**src/rtl/bmem_line_adapter.sv**
```systemverilog
// bmem_line_adapter
//   Initiator-side endpoint of the bmem burst interface. Arbitrates 256-bit
//   line requests from the I-cache and D-cache (round-robin when both are
//   pending) and turns each one into a single 4 x 64-bit bmem burst.
//
// Ports
//   clk, rst            clock, synchronous active-high reset
//   iline_*             I-cache line port (read only)
//   dline_*             D-cache line port (read or writeback)
//   bmem_*              burst memory command/data port (burst_memory responds)
//   dbg_state           current FSM state, for observation only
//
// Handshake: a cache raises *_read / *_write and holds it (address and write
// data stable) until *_resp pulses high for exactly one cycle. On bmem, a read
// is a one-cycle bmem_read command followed by BEATS cycles with bmem_resp=1
// (gaps allowed); a write is BEATS consecutive cycles of bmem_write carrying
// the beats, then the responder pulses bmem_resp once to accept the burst.
module bmem_line_adapter #(
  parameter int ADDR_W = 32,
  parameter int BEAT_W = 64,
  parameter int BEATS  = 4
) (
  input  logic                     clk,
  input  logic                     rst,
  input  logic [ADDR_W-1:0]        iline_addr,
  input  logic                     iline_read,
  output logic [BEAT_W*BEATS-1:0]  iline_rdata,
  output logic                     iline_resp,
  input  logic [ADDR_W-1:0]        dline_addr,
  input  logic                     dline_read,
  input  logic                     dline_write,
  input  logic [BEAT_W*BEATS-1:0]  dline_wdata,
  output logic [BEAT_W*BEATS-1:0]  dline_rdata,
  output logic                     dline_resp,
  output logic [ADDR_W-1:0]        bmem_address,
  output logic                     bmem_read,
  output logic                     bmem_write,
  output logic [BEAT_W-1:0]        bmem_wdata,
  input  logic [BEAT_W-1:0]        bmem_rdata,
  input  logic                     bmem_resp,
  output logic [2:0]               dbg_state
);

  localparam int LINE_W = BEAT_W * BEATS;
  localparam int CNT_W  = (BEATS > 1) ? $clog2(BEATS) : 1;
  localparam int OFF_W  = $clog2(LINE_W / 8);
  localparam logic [CNT_W-1:0] LAST_BEAT = CNT_W'(BEATS - 1);

  localparam logic [2:0] IDLE    = 3'd0;
  localparam logic [2:0] RD_CMD  = 3'd1;
  localparam logic [2:0] RD_DATA = 3'd2;
  localparam logic [2:0] WR_DATA = 3'd3;
  localparam logic [2:0] WR_WAIT = 3'd4;
  localparam logic [2:0] DONE    = 3'd5;

  logic [2:0]        state;
  logic [CNT_W-1:0]  cnt;
  logic              grant_d;   // 1: current transaction belongs to D-cache
  logic              last_d;    // 1: last completed grant was D-cache
  logic [ADDR_W-1:0] addr_q;
  logic [LINE_W-1:0] line_q;    // write data being sent, or read line being assembled
  logic [LINE_W-1:0] irdata_q;
  logic [LINE_W-1:0] drdata_q;

  logic              cand_d;
  logic              cand_i;
  logic              pick_d;
  logic [ADDR_W-1:0] pick_addr;
  logic              unused_offset;

  assign cand_d = dline_read | dline_write;
  assign cand_i = iline_read;
  // With both pending, the side that did not win last time gets the grant.
  assign pick_d = cand_d & (~cand_i | ~last_d);
  assign pick_addr = pick_d ? dline_addr : iline_addr;
  assign unused_offset = ^pick_addr[OFF_W-1:0];

  always_ff @(posedge clk) begin
    if (rst) begin
      state    <= IDLE;
      cnt      <= '0;
      grant_d  <= 1'b0;
      last_d   <= 1'b0;
      addr_q   <= '0;
      line_q   <= '0;
      irdata_q <= '0;
      drdata_q <= '0;
    end else begin
      case (state)
        IDLE: begin
          if (cand_d | cand_i) begin
            grant_d <= pick_d;
            addr_q  <= {pick_addr[ADDR_W-1:OFF_W], {OFF_W{1'b0}}};
            cnt     <= '0;
            // A D request with both read and write high is served as a write.
            if (pick_d && dline_write) begin
              line_q <= dline_wdata;
              state  <= WR_DATA;
            end else begin
              state  <= RD_CMD;
            end
          end
        end
        RD_CMD: state <= RD_DATA;
        RD_DATA: begin
          if (bmem_resp) begin
            line_q[cnt*BEAT_W +: BEAT_W] <= bmem_rdata;
            cnt <= cnt + 1'b1;
            if (cnt == LAST_BEAT) begin
              // Publish the finished line directly so it is valid during DONE.
              if (grant_d) drdata_q <= {bmem_rdata, line_q[LINE_W-BEAT_W-1:0]};
              else         irdata_q <= {bmem_rdata, line_q[LINE_W-BEAT_W-1:0]};
              state <= DONE;
            end
          end
        end
        WR_DATA: begin
          cnt <= cnt + 1'b1;
          if (cnt == LAST_BEAT) state <= WR_WAIT;
        end
        WR_WAIT: begin
          if (bmem_resp) state <= DONE;
        end
        DONE: begin
          last_d <= grant_d;
          state  <= IDLE;
        end
        default: state <= IDLE;
      endcase
    end
  end

  assign bmem_address = addr_q;
  assign bmem_read    = (state == RD_CMD);
  assign bmem_write   = (state == WR_DATA);
  assign bmem_wdata   = bmem_write ? line_q[cnt*BEAT_W +: BEAT_W] : '0;
  assign iline_resp   = (state == DONE) & ~grant_d;
  assign dline_resp   = (state == DONE) &  grant_d;
  assign iline_rdata  = irdata_q;
  assign dline_rdata  = drdata_q;
  assign dbg_state    = state;

endmodule

```
**config.mk**
```make
export PLATFORM = sky130hd
export DESIGN_NAME = bmem_line_adapter
export DESIGN_NICKNAME = d
export VERILOG_FILES = /design/src/rtl/bmem_line_adapter.sv
export SDC_FILE = /design/constraint.sdc
export NUM_CORES = 2
export LEC_CHECK = 0
export ABC_AREA = 1
export CAP_MARGIN = 15
export CORE_AREA = 2 2 390 392
export CTS_CLUSTER_DIAMETER = 100
export DETAILED_ROUTE_END_ITERATION = 10
export DIE_AREA = 0 0 392 394
export HOLD_SLACK_MARGIN = 0.02
export PLACE_DENSITY = 0.54
export SYNTH_ARGS = -nofsm -noshare
export SYNTH_HDL_FRONTEND = slang
export SYNTH_SLANG_ARGS = --single-unit
```
**constraint.sdc**
```tcl
create_clock -name clk -period 4.8 [get_ports clk]
set_input_delay 0.96 -clock clk [delete_from_list [all_inputs] [get_ports clk]]
set_output_delay 0.96 -clock clk [all_outputs]
set_load 0.01 [all_outputs]
```
==> impl_metrics.csv <==
group,metric,value,unit
run_status,status,"finished, final reports clean",
clocking,clkLatencyLatePin,0.73,ns
synth,ys_seq_area_share,43.68,%
sta,finalSetupViolCount,0,
global_routing,grt_pass1_wl,273.1,mm
die,die_w,392,um
global_routing,grt_max_degree,130,
global_routing,overflow,0,
synth,synthArstFlopShare,0,%
route,wire_per_inst,22.36,um
finish,final_cells,8611,
finish,final_cell_mix,"nor2_1, nand2_1, clkdlybuf4s50_1, dfxtp_1, o21ai_0",
synth,syn_area,36760,um^2
synth,ys.flop_type,"dfxtp_1",
worst_setup_path,critical_path_class,"register to output port",
route,num_vias,40370,
finish,register_area,16060,um^2
clocking,cts-root-buf,"clkbuf_16",
sta,whs,0.4685,ns
sta,max_slew_margin,23.75,%
clocking,htree_levels,3,
clocking,cts_tree,"done",
job,cap_viol_max_count,0,
synth,yosys_warnings,0,
clocking,clock_path_buffers,3,
hold_path,hold_path.class,"register to register",
finish,final_common_cell,"nor2_1",
clocking,cts_sinks,802,
synth,synthCells,5739,
die,start_util,24.40,%
sta,finalHoldViolations,0,
global_routing,grt_pass1_vias,37560,
sta,setup-tns-final,0,ns
sta,period_share,93.80,%
sta,fin_skew,0.03944,ns
global_routing,grt_usage,24.00,%
synth,synth_seq_cells,802,
die,core_area,150700,um^2
route,drt-initial-drc-count,3443,
finish,syn_to_final_growth,40.97,%
finish,fill_cells,16260,
worst_setup_path,cp.required,3.84,ns
sta,min_period,4.502,ns
finish,drive_gt1_share,4.134,%
placed_design,hpwlAfterDp,132.0,mm
route,vias_per_cell,4.688,
sta,rsz0062_at_grt,"no",
synth,synth_area_per_cell,6.404,um^2
route,wl,192.5,mm
worst_setup_path,worst_setup_path_end_kind,"output port",
synth,synth.distinct_cells,25,
synth,synth-edff-count,0,
global_routing,antenna_found_initial,43,
power,irDropWorstVdd,0.4439,mV
die,io_pins,1005,
placed_design,pre_cts_ws,1.050,ns
sta,finalMaxSlewViolations,0,
clocking,clk_pin_slew,0.06,ns
route,drt_pass1_iterations,5,
sta,finalWorstSetupSlack,0.2977,ns
finish,multi_input_area,16960,um^2
placed_design,place_congestion,0.9106,
die,fp.dieH,394,um
route,final_antenna_net_count,0,
power,power_per_cell_area,534.4,nW/um^2
worst_setup_path,cp-start-kind,"register",
worst_setup_path,arrival,3.54,ns
placed_design,io_buffers,989,
power,power.leakage,21.40,nW
clocking,postCtsHoldBufs,0,
sta,max_freq,0.2221,GHz
finish,layout.nets,6872,
worst_setup_path,path_max_fanout,34,
sta,worst_pin_slew,1.144,ns
placed_design,dp_cells,8405,
die,die_area,154400,um^2
die,num_rows,143,
route,post-route-drc-count,0,
clocking,cts_made_buffers,100,
-- cell type report --
class | count | share of cell area, %
clock buffer | 138 | 5.479
timing repair buffer | 1070 | 20.91
inverter | 534 | 3.941
sequential | 802 | 31.00
multi-input combinational | 3969 | 32.72
antenna | 25 | 0.1207
clock inverter | 43 | 0.9200
tap | 2030 | 4.902
-- path summary, 6_finish.rpt --
check,startpoint,end,slack [ns],depth (start not counted)
max,dbg_state[1]$_SDFFE_PP0P_,bmem_wdata[22],0.30,8
max reg2reg,cnt[0]$_SDFFE_PP0P_,line_q[184]$_SDFFE_PP0P_,1.29,7
min,last_d$_SDFFE_PP0N_,last_d$_SDFFE_PP0N_,0.47,2
min reg2reg,last_d$_SDFFE_PP0N_,last_d$_SDFFE_PP0N_,0.47,2
-- worst max-delay path: stages (launching register included) --
cell and delay, ns:
dfxtp_1 0.53, inv_2 0.14, nor2_1 0.19, inv_1 0.11, nor2_1 0.27, inv_4 0.29, buf_12 0.30, a21oi_1 0.29
clkdlybuf4s50_1 0.66
-- sequential cells by signal (all words and copies together) (netlist names) --
signal,flops
bmem_address,27
cnt,2
dbg_state,3
last_d,1
iline_rdata,256
line_q,256
grant_d,1
dline_rdata,256
-- through the flow --
stage	util (%)	power, mW	instance area, um^2
3_5_place_dp	32.15	19.96	48430
6_report	34.39	27.69	51810
2_1_floorplan	-	15.40	36770
4_1_cts	34.35	27.76	51750
5_1_grt	34.38	29.46	51800
3_3_place_gp	32.15	19.89	48430
-- kinds of logic after synthesis --
logic type,synth area share (%)
adder cells (fa/ha/maj),0.1702
flip-flops,43.68
other,0.01020
AO/OA/AOI/OAI,15.20
AND/OR/NAND/NOR,30.34
buffers and inverters,10.60
-- cells in the mapped netlist (23+ instances only) --
| library cell | instances | share of area [%] |
|---|---|---|
| o21ai_0 | 744 | 10 |
| buf_2 | 129 | 1.8 |
| nand4_1 | 65 | 1.1 |
| nand3_1 | 202 | 2.8 |
| inv_1 | 526 | 5.4 |
| nor2_1 | 1428 | 15 |
| o21ai_1 | 117 | 1.6 |
| dfxtp_1 | 802 | 44 |
| a21oi_1 | 251 | 3.4 |
| nand2_1 | 1139 | 12 |
| buf_1 | 23 | 0.23 |
| clkbuf_1 | 268 | 2.7 |
-- metal layers --
layer  track usage [%]  routed length, um
met1             29.40              77910
met2             39.13              89150
met5                 0                154
met3             6.761              16950
met4             10.19               8368
-- power breakdown --
part	switching (mW)	internal, mW
registers	1.38	7.95
logic	7.42	3.21
clock network	3.27	4.47
-- repair_timing --
item | CTS | global route
setup buffers | 0 | 0
gates resized for setup | 0 | 1
setup endpoints to repair | 0 | 1
Note: power is estimated with default switching activity, not from simulation.
